File: src/rtl/decode_stage.sv
// Decode stage: one-entry holding register between fetch and operand read.
// Splits the held instruction into fields, tracks in-flight destination
// registers in a scoreboard and withholds issue on RAW/WAW hazards.
module decode_stage #(
  parameter int DBITS     = 32,
  parameter int REGNOBITS = 4,
  parameter int IMMBITS   = 16
) (
  input  logic                 CLK,
  input  logic                 RESET,
  input  logic                 i_valid,
  input  logic [DBITS-1:0]     i_inst,
  input  logic [DBITS-1:0]     i_pc,
  output logic                 o_ready,
  input  logic                 flush,
  input  logic                 ds_ready,
  output logic                 o_valid,
  output logic [3:0]           o_opcode,
  output logic [REGNOBITS-1:0] o_rd,
  output logic [REGNOBITS-1:0] o_rs,
  output logic [REGNOBITS-1:0] o_rt,
  output logic [IMMBITS-1:0]   o_imm,
  output logic                 o_wr,
  output logic [DBITS-1:0]     o_pc,
  input  logic                 wb_valid,
  input  logic [REGNOBITS-1:0] wb_rd
);

  localparam int NREGS  = 1 << REGNOBITS;
  localparam int OP_LSB = DBITS - 4;
  localparam int RD_LSB = OP_LSB - REGNOBITS;
  localparam int RS_LSB = RD_LSB - REGNOBITS;
  localparam int RT_LSB = RS_LSB - REGNOBITS;

  logic             hv_r;
  logic [DBITS-1:0] inst_r;
  logic [DBITS-1:0] pc_r;
  logic [NREGS-1:0] sb_r;
  logic [NREGS-1:0] sb_next_s;
  logic             hazard_s;
  logic             issue_s;
  logic             capture_s;

  // A register is pending when its scoreboard bit is set; r0 never is.
  function automatic logic pending(input logic [NREGS-1:0] sb,
                                   input logic [REGNOBITS-1:0] r);
    return (r != {REGNOBITS{1'b0}}) && sb[r];
  endfunction

  // Field outputs are plain slices of the held instruction word.
  assign o_opcode = inst_r[OP_LSB +: 4];
  assign o_rd     = inst_r[RD_LSB +: REGNOBITS];
  assign o_rs     = inst_r[RS_LSB +: REGNOBITS];
  assign o_rt     = inst_r[RT_LSB +: REGNOBITS];
  assign o_imm    = inst_r[IMMBITS-1:0];
  assign o_pc     = pc_r;
  assign o_wr     = ~o_opcode[3] & (o_rd != {REGNOBITS{1'b0}});

  // Hazard check: rs/rt always; rd when it is read (opcode[3]) or written (WAW).
  always_comb begin
    hazard_s = 1'b0;
    if (hv_r) begin
      hazard_s = pending(sb_r, o_rs) | pending(sb_r, o_rt);
      if (o_opcode[3] | o_wr) begin
        hazard_s = hazard_s | pending(sb_r, o_rd);
      end else begin
        hazard_s = hazard_s;
      end
    end else begin
      hazard_s = 1'b0;
    end
  end

  assign o_valid   = hv_r & ~hazard_s & ~flush;
  assign issue_s   = o_valid & ds_ready;
  assign o_ready   = ~hv_r | issue_s;
  assign capture_s = i_valid & o_ready & ~flush;

  // Scoreboard next state: writeback clear first, then issue set so set wins.
  always_comb begin
    sb_next_s = sb_r;
    if (wb_valid) begin
      sb_next_s[wb_rd] = 1'b0;
    end else begin
      sb_next_s = sb_next_s;
    end
    if (issue_s & o_wr) begin
      sb_next_s[o_rd] = 1'b1;
    end else begin
      sb_next_s = sb_next_s;
    end
    sb_next_s[0] = 1'b0;
  end

  // Holding register and scoreboard state; flush drops the entry only.
  always_ff @(posedge CLK) begin
    if (RESET) begin
      hv_r   <= 1'b0;
      inst_r <= {DBITS{1'b0}};
      pc_r   <= {DBITS{1'b0}};
      sb_r   <= {NREGS{1'b0}};
    end else begin
      sb_r <= sb_next_s;
      if (flush) begin
        hv_r <= 1'b0;
      end else if (capture_s) begin
        hv_r   <= 1'b1;
        inst_r <= i_inst;
        pc_r   <= i_pc;
      end else if (issue_s) begin
        hv_r <= 1'b0;
      end
    end
  end

endmodule
File: config.mk
export PLATFORM = sky130hd
export DESIGN_NAME = decode_stage
export DESIGN_NICKNAME = d
export VERILOG_FILES = /design/src/rtl/decode_stage.sv
export SDC_FILE = /design/constraint.sdc
export NUM_CORES = 1
export LEC_CHECK = 0
export BUFFER_PORTS_ARGS = -buffer_cell sky130_fd_sc_hd__clkbuf_2
export CAP_MARGIN = 25
export CORE_UTILIZATION = 45
export CTS_CLUSTER_SIZE = 8
export DETAILED_ROUTE_END_ITERATION = 8
export GPL_TIMING_DRIVEN = 0
export PLACE_DENSITY = 0.81
export SYNTH_ARGS = -nofsm -noshare
export SYNTH_HDL_FRONTEND = slang
export SYNTH_SLANG_ARGS = --single-unit
File: constraint.sdc
create_clock -name CLK -period 5.8 [get_ports CLK]
set_clock_uncertainty 0.2 [all_clocks]
set_input_delay 0.58 -clock CLK [delete_from_list [all_inputs] [get_ports CLK]]
set_output_delay 0.58 -clock CLK [all_outputs]
set_load 0.02 [all_outputs]
==> results of run 1 <==
==> layout make-up <==
class	count	area (um2)
inverter	3	11.26
fill	736	3361
multi-input combinational	288	1938
tap	105	131.4
timing repair buffer	139	695.7
buffer	30	230.2
clock buffer	11	151.4
sequential	80	1602
clock inverter	5	55.05
==> power groups by stage <==
stage | combinational, mW | clock [mW] | sequential, mW
global route | 0.201 | 0.455 | 0.589
finish | 0.185 | 0.421 | 0.587
CTS | 0.187 | 0.430 | 0.587
global placement | 0.182 | 0 | 0.598
detailed placement | 0.186 | 0 | 0.599
floorplan | 0.0902 | 0 | 0.625
==> cells in the final DEF (no fill, tap or decap), types with 2 or more instances in the layout <==
| cell | n |
|---|---|
| nor2_1 | 4 |
| o311ai_0 | 3 |
| buf_12 | 6 |
| o21ai_0 | 11 |
| a21oi_1 | 5 |
| nand2_1 | 136 |
| mux4_1 | 3 |
| nand3b_1 | 3 |
| dfxtp_1 | 80 |
| nor2b_1 | 6 |
| mux4_2 | 5 |
| clkbuf_1 | 18 |
| o31ai_1 | 3 |
| mux2i_1 | 72 |
| clkinvlp_4 | 2 |
| nand4_1 | 2 |
| mux2_1 | 2 |
| nand2b_1 | 4 |
| nand3_1 | 6 |
| o22ai_1 | 2 |
| clkinv_2 | 2 |
| buf_6 | 2 |
| buf_2 | 4 |
| inv_1 | 3 |
| clkbuf_2 | 139 |
| o211ai_1 | 8 |
| clkbuf_8 | 11 |
==> state kept, by name (all words and copies together), names as in the netlist <==
signal / count
sb_r: 15
hv_r: 1
inst_r: 32
o_pc: 32
==> critical path: cells and delay by family, from the launching register on <==
| kind | cells | cell delay [ns] |
|---|---|---|
| buffers and inverters | 2 | 0.38 |
| DFF | 1 | 0.36 |
| muxes | 2 | 1.12 |
| and+or+nand+nor | 1 | 0.37 |
==> per-stage QoR <==
step	utilization, %	cells	power [mW]	hold WS (ns)
detailed placement	56.37	645	0.7853	0.2498
CTS	58.89	661	1.203	0.2328
floorplan	-	401	0.7155	0.2644
global placement	56.37	645	0.7796	0.2420
finish	58.89	661	1.193	0.2461
global route	58.89	661	1.246	0.2415
==> logic make-up (layout without fill, tap and decap cells) <==
| family | after synthesis | after routing | share of synthesized area (%) |
|---|---|---|---|
| simple gates | 166 | 166 | 18.73 |
| flops | 80 | 80 | 42.36 |
| compound gates | 39 | 39 | 7.512 |
| buf+inv | 33 | 188 | 6.386 |
| mux | 83 | 83 | 25.02 |
==> metal layers <==
| layer | GRT usage (%) | up-vias |
|---|---|---|
| met5 | 0 | - |
| met4 | 7.308 | 0 |
| met3 | 5.663 | 11 |
| met2 | 35.29 | 112 |
| met1 | 25.86 | 1631 |
| li1 | - | 1680 |
==> worst paths after layout <==
| path | startpoint | end | cells past startpoint |
|---|---|---|---|
| setup / recovery | inst_r[16]$_SDFFE_PP0P_ | o_valid | 5 |
| hold / removal | flush | hv_r$_SDFFE_PP0P_ | 2 |
| setup reg to reg | inst_r[16]$_SDFFE_PP0P_ | o_pc[5]$_SDFFE_PP0P_ | 8 |
| hold reg to reg | o_pc[0]$_SDFFE_PP0P_ | o_pc[0]$_SDFFE_PP0P_ | 2 |
==> run_results.csv, run 1 <==
group,metric,value,unit
power_and_ir_drop,p_comb_share,15.5,%
cells_and_area,final_nets,625,
cells_and_area,drive_gt1_share,32.01,%
synthesis,ys_async_sr_fraction,0,%
routing,wl_per_cell,13.98,um
routing,routed_wl,9.244,mm
clocking,clk_path_buf_depth,2,
routing,dr_wl_met2,4.471,mm
routing,vias_per_cell,5.195,
clocking,hold_buffers,0,
routing,via_count,3434,
setup_path,critical_path_required,5.02,ns
synthesis,post-synth-top-area-fraction,42.36,%
flow_run,drv_cap,0,
sta,setup_violations,0,
run_status,status,"finished clean",
clocking,cts_tree,"built",
synthesis,ys_top_cells_by_count,"nand2_1 (136), dfxtp_1 (80), mux2i_1 (72)",
placement,dp_hpwl,7.017,mm
global_routing,overflow,0,
synthesis,synth_ff_type,"dfxtp_1",
sta,fmax,296.7,MHz
synthesis,yosys_warnings,0,
floorplan,pin_count,141,
routing,top_layer_used,"met4",
floorplan,die_h,93.67,um
global_routing,grt_usage,21.00,%
sta,finalCritPeriodShare,58.12,%
power_and_ir_drop,power_density,247.8,nW/um2
power_and_ir_drop,p_seq_share,49.2,%
setup_path,worstPathCellList,"buf_6, mux4_1, mux4_2, nor4_1, clkbuf_2",
global_routing,antenna_found_initial,0,
sta,slew_headroom,55.76,%
synthesis,synth_cell_types,36,
floorplan,die_w,93.67,um
global_routing,grt_pass1_wl,14.43,mm
global_routing,grt_pass1_vias,3161,
floorplan,start_util,46.25,%
routing,drc,0,
sta,hold_violations,0,
synthesis,syn_nets,475,
synthesis,yosys.area.top_type,"dfxtp_1",
sta,tightest_slew,0.6564,ns
sta,layout_setup_ws,2.429,ns
synthesis,synth.area.top_cells,"dfxtp_1 (42%), mux2i_1 (19%), nand2_1 (14%)",
clocking,clkSlewWorstSetupHoldPaths,0.09,ns
routing,wl_met3,663,um
clocking,cts.repair.resized,0,
global_routing,grt_max_degree,14,
sta,drv_slew,0,
power_and_ir_drop,intPower,0.8705,mW
setup_path,endpoint_kind,"output pin",
routing,drtIter0Drc,134,
floorplan,die-area,8773,um2
routing,antenna_left,0,
cells_and_area,area_growth,27.33,%
power_and_ir_drop,vdd_drop_max,141.0,uV
placement,placed_area,4608,um2
setup_path,arrival,2.59,ns
sta,rsz0062_at_grt,"no",
clocking,cts_made_buffers,9,
routing,wl_met1,3.979,mm
sta,fin_tns_setup,0,ns
synthesis,synth_edf_count,0,
cells_and_area,antenna_cells,0,
power_and_ir_drop,swShare,27.03,%
setup_path,cp_max_fo,5,
placement,pre_cts_slack,2.688,ns
setup_path,ff2ff_setup_slack,2.67,ns
setup_path,cp_slowest_stage_delay,0.56,ns
setup_path,crit_path_top_delay_cell,"mux4_1",
synthesis,synth_most_common_cell,"nand2_1",
clocking,clkSinkCount,80,
clocking,cts_max_level,3,
synthesis,yosysSeqAreaShare,42.36,%
clocking,postCtsSetupBuffers,0,
power_and_ir_drop,p_leak,2.107,nW
cells_and_area,final_area,4815,um2
floorplan,coreArea,8175,um2
synthesis,synth_cells,401,
placement,port_buffers,139,
setup_path,crit_type,"flip-flop to output pin",
min_path,hp-class,"input pin to flip-flop",
synthesis,ys_seq_elements,80,
synthesis,syn-cell-area,3781,um2
power_and_ir_drop,power.switching,0.3224,mW
sta,min_period,3.371,ns
clocking,clkLatencyLatePin,0.35,ns
floorplan,num_rows,33,
placement,gp_congestion,0.8620,
synthesis,syn_area_per_cell,9.429,um2
power_and_ir_drop,p_clk_share,35.3,%
clocking,cts-root-buf,"clkbuf_8",
routing,dr.pass1.iters,5,
setup_path,start_kind,"flip-flop",
Note: power is estimated with default switching activity, not from simulation.
==> run 2: changes to the inputs <==
ABC_AREA = 1   (was not set)
PLACE_DENSITY = 0.8   (was 0.81)
clock period = 3.3 ns   (was 5.8 ns; I/O delays follow)
==> run 2 against run 1 <==
The run now ends with DRC left. Critical path depth up 8. Flip-flop and latch count is the same. Total power increased by 94%. Synthesized area grew 8.8%.
==> run_results.csv, run 2 <==
group,metric,value,unit
synthesis,ys_top_cells_by_count,"nand2_1 (113), nand3_1 (110), inv_1 (100)",
synthesis,yosys_warnings,0,
power_and_ir_drop,swShare,29.69,%
placement,dp_hpwl,9.056,mm
floorplan,num_rows,34,
synthesis,yosysSeqAreaShare,38.93,%
floorplan,start_util,46.72,%
setup_path,endpoint_kind,"output pin",
clocking,cts_tree,"built",
cells_and_area,postLayoutCoreUtil,58.64,%
synthesis,syn_nets,720,
global_routing,grt_pass1_wl,19.34,mm
clocking,cts-root-buf,"clkbuf_8",
setup_path,r2r_start,"inst_r[25]$_SDFFE_PP0P_",
clocking,cts_made_buffers,9,
synthesis,ys_async_sr_fraction,0,%
synthesis,synth.area.top_cells,"dfxtp_1 (39%), nand3_1 (13%), nand2_1 (10%)",
sta,hold_violations,0,
floorplan,pin_count,141,
synthesis,syn_area_per_cell,6.368,um2
power_and_ir_drop,p_seq_share,45.8,%
synthesis,ys_seq_elements,80,
setup_path,critical_path_required,2.77,ns
synthesis,synth_cell_types,21,
clocking,cts.repair.resized,0,
cells_and_area,final_nets,870,
cells_and_area,antenna_cells,0,
setup_path,crit_path_top_delay_cell,"dfxtp_1",
clocking,cts_max_level,3,
sta,layout_setup_ws,0.4126,ns
min_path,hold_start,"i_valid",
setup_path,start_kind,"flip-flop",
global_routing,grt_pass1_vias,4257,
sta,setup_violations,0,
power_and_ir_drop,p_comb_share,19.6,%
synthesis,synth_cells,646,
setup_path,crit_type,"flip-flop to output pin",
clocking,clkSinkCount,80,
placement,dp_cells,893,
sta,drv_slew,0,
setup_path,worstPathCellList,"inv_2, nand2_2, inv_2, a22oi_2, nand2_1, nand2_1, nand2_1, nor2_1, nand3_2, nand2_2, buf_6, buf_6, clkbuf_2",
cells_and_area,area_growth,25.52,%
flow_run,drv_cap,0,
sta,slew_headroom,62.47,%
cells_and_area,layout_commonest_cell,"clkbuf_2",
clocking,clkLatencyLatePin,0.34,ns
power_and_ir_drop,p_clk_share,34.6,%
routing,antenna_left,0,
routing,drc,14,
routing,wl_per_cell,13.02,um
power_and_ir_drop,vdd_drop_max,257.6,uV
setup_path,ff2ff_setup_slack,0.92,ns
synthesis,synth_ff_type,"dfxtp_1",
power_and_ir_drop,power_density,448.3,nW/um2
sta,min_period,2.887,ns
global_routing,grt_max_degree,14,
min_path,holdPathStages,3,
clocking,postCtsSetupBuffers,0,
routing,drtIter0Drc,162,
setup_path,cp-startpoint,"inst_r[25]$_SDFFE_PP0P_",
synthesis,syn-cell-area,4114,um2
placement,port_buffers,139,
setup_path,cp_max_fo,10,
placement,pre_cts_slack,0.8091,ns
routing,vias_per_cell,5.041,
run_status,violations,"DRC",
routing,routed_wl,11.82,mm
synthesis,synth_most_common_cell,"nand2_1",
setup_path,reg2reg_depth,15,
sta,fmax,346.3,MHz
global_routing,grt_usage,24.95,%
min_path,hp-class,"input pin to flip-flop",
power_and_ir_drop,intPower,1.628,mW
power_and_ir_drop,p_leak,2.705,nW
global_routing,antenna_found_initial,0,
min_path,whs_endpoint,"hv_r$_SDFFE_PP0P_",
synthesis,post-synth-top-area-fraction,38.93,%
cells_and_area,finalNonFillerCells,908,
setup_path,cp_slowest_stage_delay,0.49,ns
synthesis,yosys.area.top_type,"dfxtp_1",
clocking,hold_buffers,0,
cells_and_area,drive_gt1_share,22.25,%
clocking,clk_path_buf_depth,2,
synthesis,synth_edf_count,0,
global_routing,overflow,0,
placement,gp_congestion,0.8789,
floorplan,die-area,9529,um2
sta,finalCritPeriodShare,87.50,%
sta,tightest_slew,0.5630,ns
floorplan,die_h,97.62,um
cells_and_area,final_cell_mix,"clkbuf_2 (139), nand2_1 (113), nand3_1 (110), inv_1 (100), nor2_1 (91)",
run_status,status,"finished, violations left",
sta,rsz0062_at_grt,"no",
routing,via_count,4577,
sta,fin_tns_setup,0,ns
power_and_ir_drop,totalPowerFinal,2.315,mW
power_and_ir_drop,power.switching,0.6872,mW
setup_path,r2r_end,"inst_r[18]$_SDFFE_PP0P_",
floorplan,die_w,97.62,um
setup_path,critPathMostFrequentCell,"nand2_1",
routing,dr.pass1.iters,6,
floorplan,coreArea,8806,um2
clocking,clkSlewWorstSetupHoldPaths,0.08,ns
setup_path,arrival,2.36,ns
## run 2: changes by cell type in the layout (fill, tap and decap cells not counted), moves of 8 or more
cell / previous run / this run
buf_6: 2 / 10
nand2_1: 136 / 113
a21oi_1: 5 / 81
nor2_1: 4 / 91
inv_1: 3 / 100
mux2i_1: 72 / 0
nand3_1: 6 / 110
## run 2: per-stage QoR
stage / cell area (um2) / hold WS [ns]
6_report: 5164 / 0.04597
5_1_grt: 5164 / 0.04155
4_1_cts: 5164 / 0.02939
3_5_place_dp: 4945 / 0.2716
3_3_place_gp: 4945 / 0.2610
2_1_floorplan: 4114 / 0.2539
## run 2: worst max-delay path, delay by kind of cell, from the launching register on
kind                   cells  cell delay, ns
buffers and inverters      5            0.65
AND/OR/NAND/NOR            7            0.75
flip-flops                 1            0.49
AO/OA/AOI/OAI              1            0.11
## run 2: per-layer routing
| metal | share of wire [%] | vias up | global-route usage, % |
|---|---|---|---|
| met5 | 0 | - | 0 |
| met4 | 2.0 | 0 | 8.625 |
| met3 | 7.9 | 22 | 7.194 |
| met2 | 48 | 165 | 43.26 |
| met1 | 42 | 2060 | 29.30 |
| li1 | - | 2330 | - |
## run 2: final cells by class
class | count | area [um2]
fill | 876 | 3642
multi-input combinational | 422 | 1883
sequential | 80 | 1602
timing repair buffer | 139 | 695.7
inverter | 103 | 386.6
buffer | 41 | 242.7
clock buffer | 10 | 137.6
tap | 108 | 135.1
clock inverter | 5 | 81.33
## run 2: how the worst max path moves through the flow
stage | end | slack (ns) | depth (start not counted)
6_report | o_ready | 0.41 | 13
2_1_floorplan | o_ready | 1.14 | 10
3_5_place_dp | o_ready | 0.81 | 13
4_1_cts | o_ready | 0.42 | 13
3_3_place_gp | o_ready | 0.85 | 13
5_1_grt | o_ready | 0.27 | 13
## run 2: cells by family after synthesis
kind of cell / after synthesis / share of synthesized area (%)
simple gates: 318 / 32.69
flops: 80 / 38.93
compound gates: 104 / 13.08
buf+inv: 144 / 15.30
## run 2: power groups by stage
stage | clock, mW | sequential (mW) | combinational, mW
2_1_floorplan | 0 | 1.14 | 0.232
3_3_place_gp | 0 | 1.08 | 0.443
3_5_place_dp | 0 | 1.08 | 0.453
4_1_cts | 0.823 | 1.06 | 0.454
5_1_grt | 0.857 | 1.07 | 0.506
6_report | 0.801 | 1.06 | 0.454
==> run 3: changes to the inputs <==
--- a/config.mk
+++ b/config.mk
@@ -13,5 +13,5 @@
 export DETAILED_ROUTE_END_ITERATION = 8
 export GPL_TIMING_DRIVEN = 0
-export PLACE_DENSITY = 0.8
+export PLACE_DENSITY = 0.83
 export SYNTH_ARGS = -nofsm -noshare
 export SYNTH_HDL_FRONTEND = slang
==> constraint.sdc (replaced) <==
create_clock -name CLK -period 2.48 [get_ports CLK]
set_clock_uncertainty 0.2 [all_clocks]
set_input_delay 0 -clock CLK [delete_from_list [all_inputs] [get_ports CLK]]
set_output_delay 0 -clock CLK [all_outputs]
set_load 0.02 [all_outputs]
==> run 3 against run 2 <==
The run still ends with DRC left. Combinational power increased by 59%. Total power increased by 36%. Count of clock-buffer cells in the layout decreased by 1. Clock power increased by 24%. Global-route usage increased by 3.8 points. Worst hold slack improved by 0.22 ns. Final cell count increased by 9.0%. Final area increased by 17%. Die area unchanged. Via count increased by 11%. Wire length increased by 16%. Largest power group unchanged.
==> run_results.csv, run 3 (synthesis gave the netlist of run 2 again) <==
group,metric,value,unit
global_routing,overflow,0,
sta,setup_violations,0,
clocking,clkSlewWorstSetupHoldPaths,0.09,ns
sta,slew_headroom,60.57,%
min_path,hp-class,"input pin to flip-flop",
setup_path,critical_path_required,2.57,ns
power_and_ir_drop,p_leak,3.052,nW
sta,drv_slew,0,
sta,fmax,421.4,MHz
clocking,cts-root-buf,"clkbuf_8",
flow_run,drv_cap,0,
clocking,clkSinkCount,80,
sta,tightest_slew,0.5887,ns
setup_path,cp-startpoint,"inst_r[16]$_SDFFE_PP0P_",
clocking,cts_made_buffers,9,
power_and_ir_drop,p_comb_share,23.1,%
sta,finalCritPeriodShare,95.69,%
power_and_ir_drop,vdd_drop_max,347.2,uV
setup_path,cp_slowest_stage_delay,0.56,ns
routing,top_layer_used,"met4",
setup_path,crit_path_top_delay_cell,"dlygate4sd3_1",
placement,gp_congestion,0.8853,
floorplan,die-area,9529,um2
placement,dp_hpwl,8.492,mm
run_status,violations,"DRC",
setup_path,path_buf_inv,4,
global_routing,grt_max_degree,16,
routing,via_count,5059,
run_status,status,"finished, violations left",
routing,dr_wl_met2,6.588,mm
setup_path,ff2ff_setup_slack,0.11,ns
sta,min_period,2.373,ns
power_and_ir_drop,p_clk_share,31.7,%
global_routing,grt_pass1_vias,4961,
cells_and_area,drive_gt1_share,23.02,%
min_path,hold_start,"i_valid",
clocking,cts_max_level,3,
power_and_ir_drop,swShare,31.96,%
setup_path,cp_top_family,"buffers and inverters",
power_and_ir_drop,intPower,2.135,mW
cells_and_area,antenna_cells,0,
power_and_ir_drop,power_density,519.4,nW/um2
routing,dr.pass1.iters,7,
sta,hold_violations,0,
cells_and_area,final_cell_mix,"clkbuf_2 (139), nand2_1 (112), nand3_1 (109), inv_1 (93), nor2_1 (87)",
routing,routed_wl,13.69,mm
setup_path,cp_max_fo,10,
clocking,clkLatencyLatePin,0.35,ns
clocking,cts_tree,"built",
setup_path,r2r_start,"inst_r[16]$_SDFFE_PP0P_",
sta,layout_setup_ws,0.1069,ns
clocking,clk_path_buf_depth,2,
setup_path,endpoint_kind,"flip-flop",
routing,vias_per_cell,5.110,
routing,drc,10,
placement,pre_cts_slack,0.1508,ns
floorplan,die_h,97.62,um
floorplan,num_rows,34,
routing,wl_met3,1.130,mm
cells_and_area,fillers,726,
sta,rsz0062_at_grt,"yes",
routing,antenna_left,0,
global_routing,grt_usage,28.75,%
placement,port_buffers,139,
setup_path,start_kind,"flip-flop",
setup_path,worstPathCellList,"buf_6, inv_2, nand3_1, nand3_1, nand3_1, nand3_2, nor2_4, nand3_4, inv_2, nand3_1, a21oi_2, dlygate4sd3_1",
power_and_ir_drop,power.switching,1.003,mW
cells_and_area,final_nets,951,
global_routing,antenna_found_initial,0,
routing,wl_per_cell,13.83,um
setup_path,critPathMostFrequentCell,"nand3_1",
global_routing,grt_pass1_wl,22.39,mm
cells_and_area,layout_commonest_cell,"clkbuf_2",
floorplan,start_util,46.72,%
setup_path,crit_type,"flip-flop to flip-flop",
floorplan,coreArea,8806,um2
routing,wl_met1,5.444,mm
cells_and_area,area_growth,46.84,%
sta,fin_tns_setup,0,ns
floorplan,die_w,97.62,um
routing,drtIter0Drc,224,
floorplan,pin_count,141,
setup_path,arrival,2.46,ns
power_and_ir_drop,p_seq_share,45.2,%
-- run 3: final cells by class --
class | instances | area [um2] | area share, %
clock buffer | 9 | 123.9 | 2.051
timing repair buffer | 221 | 1511 | 25.02
sequential | 80 | 1625 | 26.91
multi-input combinational | 422 | 1927 | 31.90
clock inverter | 7 | 76.32 | 1.263
tap | 108 | 135.1 | 2.237
buffer | 40 | 252.7 | 4.184
inverter | 103 | 389.1 | 6.442
-- run 3: repair_timing --
item / 4_1_cts / 5_1_grt
buffers inserted: 0 / 2
hold endpoints to repair: 80 / 0
gates resized for setup: 4 / 33
hold buffers: 80 / 0
pin swaps: 0 / 6
setup endpoints to repair: 1 / 25
-- run 3: path summary, 6_finish.rpt --
kind,endpoint,depth (start not counted)
max,sb_r[8]$_SDFF_PP0_,12
min reg2reg,sb_r[1]$_SDFF_PP0_,2
min,hv_r$_SDFFE_PP0P_,4
max reg2reg,sb_r[8]$_SDFF_PP0_,12
-- run 3: stage by stage --
stage	total power [mW]	instances	hold WS (ns)	instance area, um2	util [%]
2_1_floorplan	1.825	646	-0.04985	4114	-
3_3_place_gp	2.031	893	0.06242	4945	56.15
3_5_place_dp	2.038	893	0.06563	4945	56.15
4_1_cts	3.113	989	0.2465	5952	67.59
5_1_grt	3.280	990	0.2757	6041	68.60
6_report	3.138	990	0.2668	6041	68.60
-- run 3: power groups by stage --
| stage | Sequential (mW) | Clock, mW | Combinational (mW) |
|---|---|---|---|
| final | 1.42 | 0.996 | 0.723 |
| after global routing | 1.43 | 1.06 | 0.791 |
| after CTS | 1.41 | 1.01 | 0.694 |
| after detailed placement | 1.44 | 0 | 0.599 |
| after global placement | 1.44 | 0 | 0.593 |
| after floorplan | 1.52 | 0 | 0.309 |
-- run 3: worst min-delay path, cell delays in order --
cell and delay, ns:
dlygate4sd3_1 0.53, clkbuf_2 0.11, inv_1 0.06, a21oi_1 0.06
-- run 3: metal layers --
metal / vias up / track usage [%]
met4: 0 / 14.80
met1: 2273 / 33.75
met3: 46 / 7.338
li1: 2497 / -
met5: - / 0
met2: 243 / 48.28
